### config.mk
export PLATFORM = sky130hd
export DESIGN_NAME = controle_velocidade
export DESIGN_NICKNAME = d
export VERILOG_FILES = /design/src/rtl/controle_velocidade_pkg.sv /design/src/rtl/controle_velocidade_debounce_botao.sv /design/src/rtl/controle_velocidade.sv
export SDC_FILE = /design/constraint.sdc
export NUM_CORES = 1
export LEC_CHECK = 0
export CORE_ASPECT_RATIO = 1.4
export CORE_MARGIN = 5
export CORE_UTILIZATION = 50
export DETAILED_ROUTE_END_ITERATION = 10
export PLACE_DENSITY = 0.72
export SLEW_MARGIN = 20
export SYNTH_ARGS = -nofsm -noshare
export SYNTH_HDL_FRONTEND = slang
export SYNTH_HIERARCHICAL = 1
export SYNTH_SLANG_ARGS = --single-unit
### constraint.sdc
create_clock -name clk -period 1.93 [get_ports clk]
set_clock_uncertainty 0.2 [all_clocks]
set_input_delay 0.4825 -clock clk [delete_from_list [all_inputs] [get_ports clk]]
set_output_delay 0.4825 -clock clk [all_outputs]
set_load 0.05 [all_outputs]
### src/rtl/controle_velocidade_pkg.sv
// Shared constants, FSM state type and counter sizing helper for the
// speed-level controller and its button debouncers.
package vel_pkg;

    // Speed codes at the two ends of the range.
    localparam logic [1:0] VEL_PARADO = 2'b00;
    localparam logic [1:0] VEL_MAX    = 2'b11;

    // IDLE accepts up/down requests; HOLD drops them while the rate limit runs.
    typedef enum logic {
        IDLE = 1'b0,
        HOLD = 1'b1
    } estado_t;

    // Width of a counter that must hold values 0 .. n-1 (never less than 1 bit).
    function automatic int cnt_width(input int n);
        return (n <= 2) ? 1 : $clog2(n);
    endfunction

endpackage

### src/rtl/controle_velocidade_debounce_botao.sv
// One push-button channel: two-flop synchroniser, counting debouncer and a
// one-cycle request on each debounced rising edge (releases give nothing).
module debounce_botao
    import vel_pkg::*;
#(
    parameter int DEBOUNCE_CYCLES = 16
) (
    input  logic clk,
    input  logic reset_n,
    input  logic btn,
    output logic req
);

    localparam int CW = cnt_width(DEBOUNCE_CYCLES);
    localparam logic [CW-1:0] CNT_LAST = CW'(DEBOUNCE_CYCLES - 1);

    logic          sync1_reg;
    logic          sync2_reg;
    logic          deb_reg;
    logic          deb_prev_reg;
    logic [CW-1:0] cnt_reg;

    // Bring the raw button into the clock domain.
    always_ff @(posedge clk or negedge reset_n) begin
        if (!reset_n) begin
            sync1_reg <= 1'b0;
            sync2_reg <= 1'b0;
        end else begin
            sync1_reg <= btn;
            sync2_reg <= sync1_reg;
        end
    end

    // Flip the debounced state only after the synchronised input has
    // disagreed with it for DEBOUNCE_CYCLES consecutive cycles.
    always_ff @(posedge clk or negedge reset_n) begin
        if (!reset_n) begin
            deb_reg      <= 1'b0;
            deb_prev_reg <= 1'b0;
            cnt_reg      <= '0;
        end else begin
            deb_prev_reg <= deb_reg;
            if (sync2_reg != deb_reg) begin
                if (cnt_reg == CNT_LAST) begin
                    deb_reg <= ~deb_reg;
                    cnt_reg <= '0;
                end else begin
                    cnt_reg <= cnt_reg + CW'(1);
                end
            end else begin
                cnt_reg <= '0;
            end
        end
    end

    assign req = deb_reg & ~deb_prev_reg;

endmodule

### src/rtl/controle_velocidade.sv
// Speed-level controller: debounced up/down/stop presses step a saturating
// 2-bit level, a hold window rate-limits changes, stop overrides everything.
module controle_velocidade
    import vel_pkg::*;
#(
    parameter int DEBOUNCE_CYCLES = 16,
    parameter int STEP_HOLD       = 8
) (
    input  logic clk,
    input  logic reset_n,
    input  logic btn_up,
    input  logic btn_down,
    input  logic btn_stop,
    output logic A,
    output logic B,
    output logic changing,
    output logic at_limit
);

    localparam int HW = cnt_width(STEP_HOLD);
    localparam logic [HW-1:0] HOLD_INIT = HW'(STEP_HOLD - 1);

    // Channel order: 0 = up, 1 = down, 2 = stop.
    logic [2:0] btn;
    logic [2:0] req;
    logic       up_req;
    logic       down_req;
    logic       stop_req;

    assign btn      = {btn_stop, btn_down, btn_up};
    assign up_req   = req[0];
    assign down_req = req[1];
    assign stop_req = req[2];

    generate
        for (genvar gi = 0; gi < 3; gi++) begin : g_botao
            debounce_botao #(
                .DEBOUNCE_CYCLES(DEBOUNCE_CYCLES)
            ) u_debounce (
                .clk    (clk),
                .reset_n(reset_n),
                .btn    (btn[gi]),
                .req    (req[gi])
            );
        end
    endgenerate

    estado_t       state_reg;
    estado_t       state_next;
    logic [HW-1:0] hold_reg;
    logic [HW-1:0] hold_next;
    logic [1:0]    level_reg;
    logic [1:0]    level_next;
    logic          changing_reg;
    logic          changing_next;
    logic          at_limit_reg;

    // Next level, hold window and change pulse; stop wins over everything.
    always_comb begin
        state_next    = state_reg;
        hold_next     = hold_reg;
        level_next    = level_reg;
        changing_next = 1'b0;

        if (state_reg == HOLD) begin
            if (hold_reg == '0) begin
                state_next = IDLE;
            end else begin
                hold_next = hold_reg - HW'(1);
            end
        end

        if (stop_req) begin
            // Stopping an already stopped controller is a no-op.
            if (level_reg != VEL_PARADO) begin
                level_next    = VEL_PARADO;
                changing_next = 1'b1;
                state_next    = HOLD;
                hold_next     = HOLD_INIT;
            end
        end else if (state_reg == IDLE) begin
            // Simultaneous up and down cancel each other out.
            if (up_req && !down_req && level_reg != VEL_MAX) begin
                level_next    = level_reg + 2'd1;
                changing_next = 1'b1;
                state_next    = HOLD;
                hold_next     = HOLD_INIT;
            end else if (down_req && !up_req && level_reg != VEL_PARADO) begin
                level_next    = level_reg - 2'd1;
                changing_next = 1'b1;
                state_next    = HOLD;
                hold_next     = HOLD_INIT;
            end
        end
    end

    // Register FSM, hold counter, level and the flags derived from the new level.
    always_ff @(posedge clk or negedge reset_n) begin
        if (!reset_n) begin
            state_reg    <= IDLE;
            hold_reg     <= '0;
            level_reg    <= VEL_PARADO;
            changing_reg <= 1'b0;
            at_limit_reg <= 1'b1;
        end else begin
            state_reg    <= state_next;
            hold_reg     <= hold_next;
            level_reg    <= level_next;
            changing_reg <= changing_next;
            at_limit_reg <= (level_next == VEL_PARADO) || (level_next == VEL_MAX);
        end
    end

    assign A        = level_reg[1];
    assign B        = level_reg[0];
    assign changing = changing_reg;
    assign at_limit = at_limit_reg;

endmodule
==> results.py, run 1 <==
metrics = {
    "run_status": {
        "status": "finished, final reports clean",
    },
    "critical_path": {
        "regToRegSetupSlack_ns": 0.01,
        "start_kind": "register",
        "reg2reg_depth": 6,
        "timing.critical_path.fanout_max": 4,
        "critPathCaptureType": "register",
        "timing.rr.start": "level_reg[1]",
        "cp_data_required_time_ns": 1.99,
        "critical_path_class": "register to register",
        "r2r-end": "at_limit",
        "cp_data_arrival_time_ns": 1.98,
    },
    "global_routing": {
        "grt_max_degree": 33,
        "grt_usage": 0.1527,
        "antenna_found_initial": 0,
        "grt_pass1_vias": 994,
        "grt_pass1_wl_um": 4353,
        "overflow": 0,
    },
    "die": {
        "die_x_um": 54.36,
        "initial_core_util": 0.5213,
        "die_area_um2": 3920,
        "io_pins": 9,
        "core_area_um2": 2643,
        "rows": 22,
        "chipHeight_um": 72.11,
    },
    "power": {
        "ir_worst_vdd_mv": 0.5102,
        "power_mw": 1.379,
        "power_density_nw_per_um2": 792.9,
        "power_leakage_nw": 0.8262,
    },
    "logic_synthesis": {
        "yosys_warnings": 6,
        "postSynthAreaPerCell_um2": 12.30,
        "synth_edf_count": 0,
        "synth_cell_types": 26,
        "synth_fa_ha_area_frac": 0.06358,
        "synth_area_um2": 1378,
        "synth-async-reset-ratio": 1.000,
        "synthMuxAreaShare": 0.04087,
        "synth_top_family_by_area": "simple AND/OR/NAND/NOR gates",
        "yosysTopAreaCell": "dfrtp_1",
        "ys_seq_elements": 32,
        "synth_compound_area_frac": 0.09446,
        "synth_top_area_share": 0.5631,
        "synth_nets": 124,
        "netlist_instances": 112,
        "yosysSeqAreaShare": 0.5822,
        "synth_xor_area_frac": 0.06358,
        "synth_area_leaders": "dfrtp_1 56%, ha_1 6.4%, xnor2_1 5.7%, mux2_4 3.3%, nor2b_1 3.2%",
        "synth_simple_gate_area_frac": 0.1362,
        "ys.flop_type": "dfrtp_1",
    },
    "finish": {
        "instances_no_fill": 174,
        "num_antenna_cells": 0,
        "layout.nets": 149,
        "register_area_um2": 804.5,
        "drive_above_1_share": 0.2899,
        "area_growth_syn_to_layout_pct": 26.25,
        "layout_common_cells": "29 x dfrtp_1, 11 x buf_4, 8 x nand2_1, 8 x xnor2_1, 7 x nor2b_1",
        "final_common_cell": "dfrtp_1",
        "multiInputGateArea_um2": 585.6,
        "fill_cells": 217,
        "post-route-util": 0.6581,
        "largest_reg_flops": 12,
    },
    "detailed_routing": {
        "drt_wl_total_um": 2191,
        "via_per_inst": 5.109,
        "drcViolationCount": 0,
        "wl_per_cell_um": 12.59,
        "drtIter0Drc": 6,
        "final_antenna_net_count": 0,
        "detail_route.first_pass.iterations": 4,
        "vias": 889,
    },
    "clock_tree": {
        "cts_buffers": 5,
        "cts.sinks": 32,
        "insertion_delay_ns": 0.33,
        "root_buffer": "clkbuf_4",
        "clkSlewWorstSetupHoldPaths_ns": 0.09,
        "cts_tree": "built",
        "holdBufCountCts": 0,
        "htree_levels": 2,
        "clk_path_buf_depth": 2,
    },
    "sta": {
        "rsz0062_at_grt": "true",
        "layout_setup_ws_ns": 0.01329,
        "fin_crit_sh": 0.9931,
        "period_minus_slack_ns": 1.917,
        "hold_viol": 0,
        "max-slew-margin-rel": 0.6703,
        "tightest_slew_ns": 0.4894,
        "setup_viol": 0,
        "setup_tns_ns": 0,
        "max_clock_freq_mhz": 521.7,
        "drv_slew": 0,
    },
    "hold_path": {
        "min_to": "g_botao[1].u_debounce/sync2_reg",
        "hp-start": "g_botao[1].u_debounce/sync1_reg",
        "hold_path_class": "register to register",
        "worstHoldPathCells": 0,
    },
    "placed_design": {
        "pre_cts_ws_ns": -0.001161,
        "io_buffers": 8,
        "hpwl_um": 1600,
        "dp_cells": 165,
        "routabilityCongestion": 0.7414,
    },
    "flow_run": {
        "maxCapViolCount": 0,
    },
}
## worst max-delay path by stage
stage	startpoint	end	slack [ns]	cells past startpoint
3_3_place_gp	level_reg[1]	at_limit	0.01	6
6_report	level_reg[1]	at_limit	0.01	6
4_1_cts	level_reg[0]	at_limit	-0.009	6
5_1_grt	g_botao[0].u_debounce/deb_reg	at_limit	-0.08	7
3_5_place_dp	level_reg[1]	at_limit	-0.001	6
2_1_floorplan	level_reg[0]	at_limit	-0.10	6
## per-layer routing
metal / vias up / GRT usage / routed length, um
met5: - / 0 / 0
met4: 0 / 0.07479 / 45
met3: 5 / 0.05133 / 102
met2: 14 / 0.2450 / 1165
met1: 431 / 0.1776 / 878
li1: 439 / - / -
## cell type report
class | count | area share
well taps | 36 | 0.02590
repair buffers | 18 | 0.1050
multi-input cells | 73 | 0.3367
inverters | 7 | 0.01511
flip-flops and latches | 32 | 0.4626
clock inverters | 1 | 0.01727
clock buffers | 7 | 0.03741
## power by group
part | internal, mW | total [mW] | switching (mW)
combinational | 0.0487 | 0.0977 | 0.0490
clock | 0.344 | 0.562 | 0.218
sequential | 0.696 | 0.719 | 0.0228
total | 1.09 | 1.38 | 0.290
## cells by family (layout without fill, tap and decap cells)
kind of cell,after synthesis,count (layout)
compound gates,20,20
simple gates,32,32
xor+xnor,10,10
buf+inv,7,33
flops,32,32
fa+ha+maj,7,7
mux,4,4
## critical path: stages, from the launching register on
cell     delay [ns]
dfrtp_2        0.45
ha_4           0.16
or3b_4         0.39
or2_1          0.25
a32oi_2        0.19
xor2_1         0.16
o21ai_1        0.07
## repair_timing
action | 4_1_cts | 5_1_grt
setup buffers | 1 | 0
setup endpoints to repair | 1 | 2
pin swaps | 0 | 0
gates resized for setup | 0 | 2
hold endpoints to repair | 0 | 0
## through the flow
stage          hold slack (ns)  instance area (um^2)
6_report                0.1593                  1739
5_1_grt                 0.1853                  1739
4_1_cts                 0.1644                  1724
3_5_place_dp            0.1426                  1622
3_3_place_gp            0.1334                  1622
2_1_floorplan         -0.01309                  1401
## synth_stat cells, drive strengths merged (4+ instances only)
library cell / instances
nand2: 8
o21ai: 5
nor2: 4
inv: 7
a31oi: 4
nor2b: 7
nand3: 6
ha: 7
dfrtp: 31
mux2: 4
xnor2: 9
No activity file was read; power rests on OpenSTA's default activity.
==> inputs of run 2 (changes only) <==
--- a/config.mk
+++ b/config.mk
@@ -7,9 +7,9 @@
 export LEC_CHECK = 0
 export CORE_ASPECT_RATIO = 1.4
 export CORE_MARGIN = 5
-export CORE_UTILIZATION = 50
+export CORE_UTILIZATION = 45
 export DETAILED_ROUTE_END_ITERATION = 10
-export PLACE_DENSITY = 0.72
+export PLACE_DENSITY = 0.66
 export SLEW_MARGIN = 20
 export SYNTH_ARGS = -nofsm -noshare
 export SYNTH_HDL_FRONTEND = slang
==> run 2 against run 1 <==
Net effect:
- the run now ends with negative setup slack left
- die area up 9.3%
- first-iteration DRC count is 50% higher
- sequential power barely moved
- flip-flop and latch count did not move
- cell area rose by 1.2%
- cell count increased by 1.1%
- via count increased by 3.0%
- hold slack got worse by 0.014 ns
==> results.py, run 2 (same netlist as run 1, synthesis figures left out) <==
metrics = {
    "critical_path": {
        "crit_path_top_delay_cell": "dfrtp_2",
        "start_kind": "register",
        "timing.critical_path.fanout_max": 4,
        "critical_path.n_buffers_inverters": 0,
        "critical_path_class": "register to register",
        "regToRegSetupSlack_ns": -0.05,
        "cp_top_family": "simple AND/OR/NAND/NOR gates",
        "cp_data_arrival_time_ns": 1.99,
        "cp_data_required_time_ns": 1.94,
        "reg2reg_depth": 6,
        "r2r-end": "at_limit",
        "critPathCaptureType": "register",
        "timing.rr.start": "level_reg[1]",
        "slowest_delay_ns": 0.45,
        "path_cells": "ha_4 > or3b_4 > or2_4 > a32oi_2 > xor2_1 > o21ai_1",
    },
    "finish": {
        "final_area_um2": 1760,
        "layout.nets": 150,
        "area_growth_syn_to_layout_pct": 27.79,
        "num_antenna_cells": 0,
        "final_common_cell": "dfrtp_1",
        "drive_above_1_share": 0.2950,
        "fill_cells": 237,
        "layout_common_cells": "29 x dfrtp_1, 11 x buf_4, 8 x nand2_1, 8 x xnor2_1",
        "largest_reg_flops": 12,
    },
    "hold_path": {
        "hold_path_class": "register to register",
        "worstHoldPathCells": 0,
        "min_to": "g_botao[1].u_debounce/sync2_reg",
        "hp-start": "g_botao[1].u_debounce/sync1_reg",
    },
    "clock_tree": {
        "clkSlewWorstSetupHoldPaths_ns": 0.06,
        "cts.sinks": 32,
        "insertion_delay_ns": 0.28,
        "htree_levels": 2,
        "cts_buffers": 5,
        "clk_path_buf_depth": 2,
        "root_buffer": "clkbuf_8",
        "cts_tree": "built",
    },
    "run_status": {
        "status": "finished with violations",
        "violations": "negative setup slack",
    },
    "power": {
        "power_mw": 1.334,
        "power_density_nw_per_um2": 757.7,
        "power_leakage_nw": 0.8311,
        "ir_worst_vdd_mv": 0.6188,
    },
    "placed_design": {
        "io_buffers": 8,
        "dpl_cell_area_um2": 1635,
        "routabilityCongestion": 0.7325,
        "hpwl_um": 1632,
    },
    "die": {
        "die_x_um": 56.76,
        "chipHeight_um": 75.47,
        "initial_core_util": 0.4740,
        "core_area_um2": 2907,
        "rows": 23,
        "die_area_um2": 4283,
        "io_pins": 9,
    },
    "detailed_routing": {
        "final_antenna_net_count": 0,
        "via_per_inst": 5.205,
        "wl_per_cell_um": 13.17,
        "drtIter0Drc": 9,
        "detail_route.first_pass.iterations": 4,
        "drt_wl_total_um": 2318,
        "drcViolationCount": 0,
        "vias": 916,
    },
    "sta": {
        "drv_slew": 0,
        "setup_viol": 2,
        "hold_viol": 0,
        "tightest_slew_ns": 0.5230,
        "fin_crit_sh": 1.028,
        "period_minus_slack_ns": 1.983,
        "layout_setup_ws_ns": -0.05311,
        "max_clock_freq_mhz": 504.3,
        "max-slew-margin-rel": 0.6476,
        "rsz0062_at_grt": "true",
        "worst_hold_slack_ns": 0.1457,
    },
    "flow_run": {
        "maxCapViolCount": 0,
    },
    "global_routing": {
        "grt_max_degree": 33,
        "grt_pass1_vias": 1017,
        "overflow": 0,
        "grt_usage": 0.1301,
        "grt_pass1_wl_um": 4153,
        "antenna_found_initial": 0,
    },
}
run 2: area by class of cell:
class                      count  area, um^2  area share
inverter                       7       26.28     0.01493
clock buffer                   8       90.09     0.05117
tap                           37       46.29     0.02630
sequential                    32       804.5      0.4570
multi-input combinational     73       590.6      0.3355
timing repair buffer          19       202.7      0.1151
run 2: metal layers:
layer,global-route usage,vias up,part of all wire
met1,0.1196,452,0.40
met2,0.2455,17,0.53
met5,0,-,0
li1,-,442,-
met3,0.04407,5,0.041
met4,0.08247,0,0.027
run 2: per-stage QoR:
stage	instances	setup slack [ns]	setup TNS, ns	util
after floorplan	112	-0.1001	-0.1158	-
after global placement	166	0.0001776	0	0.5626
after detailed placement	166	-0.03502	-0.03502	0.5626
after CTS	175	-0.03822	-0.03822	0.5962
after global routing	176	-0.1078	-0.1600	0.6057
final	176	-0.05311	-0.07622	0.6057
run 2: report_power, final:
part           internal, mW  switching, mW
sequential            0.698         0.0226
combinational        0.0519         0.0501
clock                 0.290          0.221
total                  1.04          0.294
run 2: how the worst max path moves through the flow:
stage / from / end / cells after the start
2_1_floorplan: level_reg[0] / at_limit / 6
3_3_place_gp: level_reg[1] / at_limit / 6
3_5_place_dp: level_reg[1] / at_limit / 6
4_1_cts: level_reg[1] / at_limit / 6
5_1_grt: level_reg[1] / at_limit / 6
6_report: level_reg[1] / at_limit / 6
run 2: timing repair:
| item | CTS | global route |
|---|---|---|
| buffers inserted | 1 | 1 |
| pin swaps | 0 | 1 |
| gates resized for setup | 0 | 4 |
| hold buffers | 0 | 0 |
| cloned | 0 | 0 |
| setup endpoints to repair | 1 | 1 |
==> inputs of run 3 (changes only) <==
--- a/config.mk
+++ b/config.mk
@@ -9,6 +9,7 @@
 export CORE_MARGIN = 5
 export CORE_UTILIZATION = 45
 export DETAILED_ROUTE_END_ITERATION = 10
+export GPL_TIMING_DRIVEN = 0
 export PLACE_DENSITY = 0.66
 export SLEW_MARGIN = 20
 export SYNTH_ARGS = -nofsm -noshare
==> run 3 against run 2 <==
Net effect:
- the run still ends with negative setup slack left
- via count down 3.1%
- count of clock-buffer cells in the layout unchanged
- critical path depth unchanged
- cell count down 4.0%
- critical endpoint unchanged
- largest power group unchanged
==> results.py, run 3 (same netlist as run 1, synthesis figures left out) <==
metrics = {
    "run_status": {
        "status": "finished with violations",
        "violations": "negative setup slack",
    },
    "detailed_routing": {
        "vias": 888,
        "via_per_inst": 5.254,
        "detail_route.first_pass.iterations": 3,
        "wl_per_cell_um": 12.66,
        "drtIter0Drc": 8,
        "drcViolationCount": 0,
        "final_antenna_net_count": 0,
        "drt_wl_total_um": 2140,
    },
    "finish": {
        "fill_cells": 238,
        "instances_no_fill": 169,
        "layout_common_cells": "29 x dfrtp_1, 8 x nand2_1, 8 x xnor2_1",
        "num_antenna_cells": 0,
        "layout.nets": 143,
        "largest_reg_flops": 12,
        "final_common_cell": "dfrtp_1",
        "area_growth_syn_to_layout_pct": 20.71,
        "drive_above_1_share": 0.2576,
    },
    "power": {
        "power_density_nw_per_um2": 811.3,
        "pwr-share-clk": 0.404,
        "seq_power_share": 0.533,
        "internal-power_mw": 1.059,
        "power_leakage_nw": 0.7813,
        "swShare": 0.2147,
        "pwr-share-comb": 0.062,
        "ir_worst_vdd_mv": 0.6194,
        "p_sw_mw": 0.2897,
        "power_mw": 1.349,
    },
    "critical_path": {
        "critPathCaptureType": "register",
        "cp_data_arrival_time_ns": 1.96,
        "crit_path_end": "at_limit",
        "critical_path.startpoint": "level_reg[1]",
        "timing.rr.start": "level_reg[1]",
        "crit_path_top_delay_cell": "dfrtp_2",
        "path_cells": "ha_4 > or3b_4 > or2_1 > a32oi_1 > xor2_1 > o21ai_1",
        "slowest_delay_ns": 0.44,
        "timing.critical_path.fanout_max": 4,
        "regToRegSetupSlack_ns": -0.03,
        "start_kind": "register",
        "r2r-end": "at_limit",
        "critical_path_class": "register to register",
        "reg2reg_depth": 6,
        "cp_data_required_time_ns": 1.93,
    },
    "die": {
        "core_area_um2": 2907,
        "rows": 23,
        "io_pins": 9,
        "initial_core_util": 0.4740,
        "die_x_um": 56.76,
        "chipHeight_um": 75.47,
        "die_area_um2": 4283,
    },
    "placed_design": {
        "hpwl_um": 1506,
        "dp_cells": 157,
        "pre_cts_ws_ns": -0.1529,
        "routabilityCongestion": 0.7089,
        "io_buffers": 8,
    },
    "sta": {
        "hold_viol": 0,
        "tightest_slew_ns": 0.6888,
        "fin_crit_sh": 1.015,
        "worst_hold_slack_ns": 0.04377,
        "max_clock_freq_mhz": 510.6,
        "period_minus_slack_ns": 1.958,
        "layout_setup_ws_ns": -0.02849,
        "setup_viol": 1,
        "rsz0062_at_grt": "true",
        "drv_slew": 0,
        "setup_tns_ns": -0.02849,
        "max-slew-margin-rel": 0.5408,
    },
    "clock_tree": {
        "holdBufCountCts": 0,
        "cts_buffers": 5,
        "clkSlewWorstSetupHoldPaths_ns": 0.06,
        "clk_path_buf_depth": 2,
        "cts_tree": "built",
        "root_buffer": "clkbuf_8",
        "insertion_delay_ns": 0.27,
        "htree_levels": 2,
        "cts.sinks": 32,
    },
    "flow_run": {
        "maxCapViolCount": 0,
    },
    "global_routing": {
        "grt_pass1_wl_um": 3712,
        "antenna_found_initial": 0,
        "grt_pass1_vias": 899,
        "overflow": 0,
        "grt_usage": 0.1180,
        "grt_max_degree": 33,
    },
    "hold_path": {
        "hold_path_class": "input port to async pin",
    },
}
[run 3: critical path: cells and delay by family (launching register included)]
family | cells | cell delay [ns]
simple gates | 2 | 0.62
fa+ha+maj | 1 | 0.16
flops | 1 | 0.44
compound gates | 2 | 0.29
xor+xnor | 1 | 0.17
[run 3: worst min-delay path by stage]
stage,start,end,cells after the start
floorplan,reset_n,changing,0
global route,reset_n,g_botao[0].u_debounce/deb_prev_reg,1
CTS,reset_n,g_botao[0].u_debounce/deb_prev_reg,1
global placement,g_botao[1].u_debounce/sync1_reg,g_botao[1].u_debounce/sync2_reg,0
detailed placement,g_botao[0].u_debounce/sync1_reg,g_botao[0].u_debounce/sync2_reg,0
finish,reset_n,g_botao[0].u_debounce/deb_prev_reg,1
[run 3: what timing repair did]
item / in CTS / in global routing
pin swaps: 1 / 1
endpoints found under the setup margin: 5 / 9
setup buffers: 4 / 0
gates resized for setup: 9 / 5
[run 3: area by class of cell]
type / instances / area, um^2 / share of cell area
clock buffer: 8 / 100.1 / 0.06020
multi-input combinational: 73 / 591.8 / 0.3559
sequential: 32 / 804.5 / 0.4838
inverter: 7 / 26.28 / 0.01580
tap: 37 / 46.29 / 0.02784
timing repair buffer: 12 / 93.84 / 0.05643
[run 3: metrics by stage]
| stage | utilization | area, um^2 |
|---|---|---|
| after detailed placement | 0.5239 | 1523 |
| final | 0.5721 | 1663 |
| after global routing | 0.5721 | 1663 |
| after CTS | 0.5708 | 1659 |
| after floorplan | - | 1401 |
| after global placement | 0.5256 | 1528 |
[run 3: power groups by stage]
stage	sequential, mW	clock, mW	combinational [mW]
after floorplan	0.735	0	0.0446
after global placement	0.729	0	0.0815
after detailed placement	0.732	0	0.0853
after CTS	0.719	0.577	0.0869
after global routing	0.722	0.610	0.0963
final	0.720	0.545	0.0841
[run 3: layer usage]
metal  vias up  track usage  part of all wire  wire length, um
met4         0      0.06959             0.019               40
met1       449       0.1104              0.38              822
met5         -            0                 0                0
met3         4      0.05085             0.054              116
li1        422            -                 -                -
met2        13       0.2147              0.54             1161
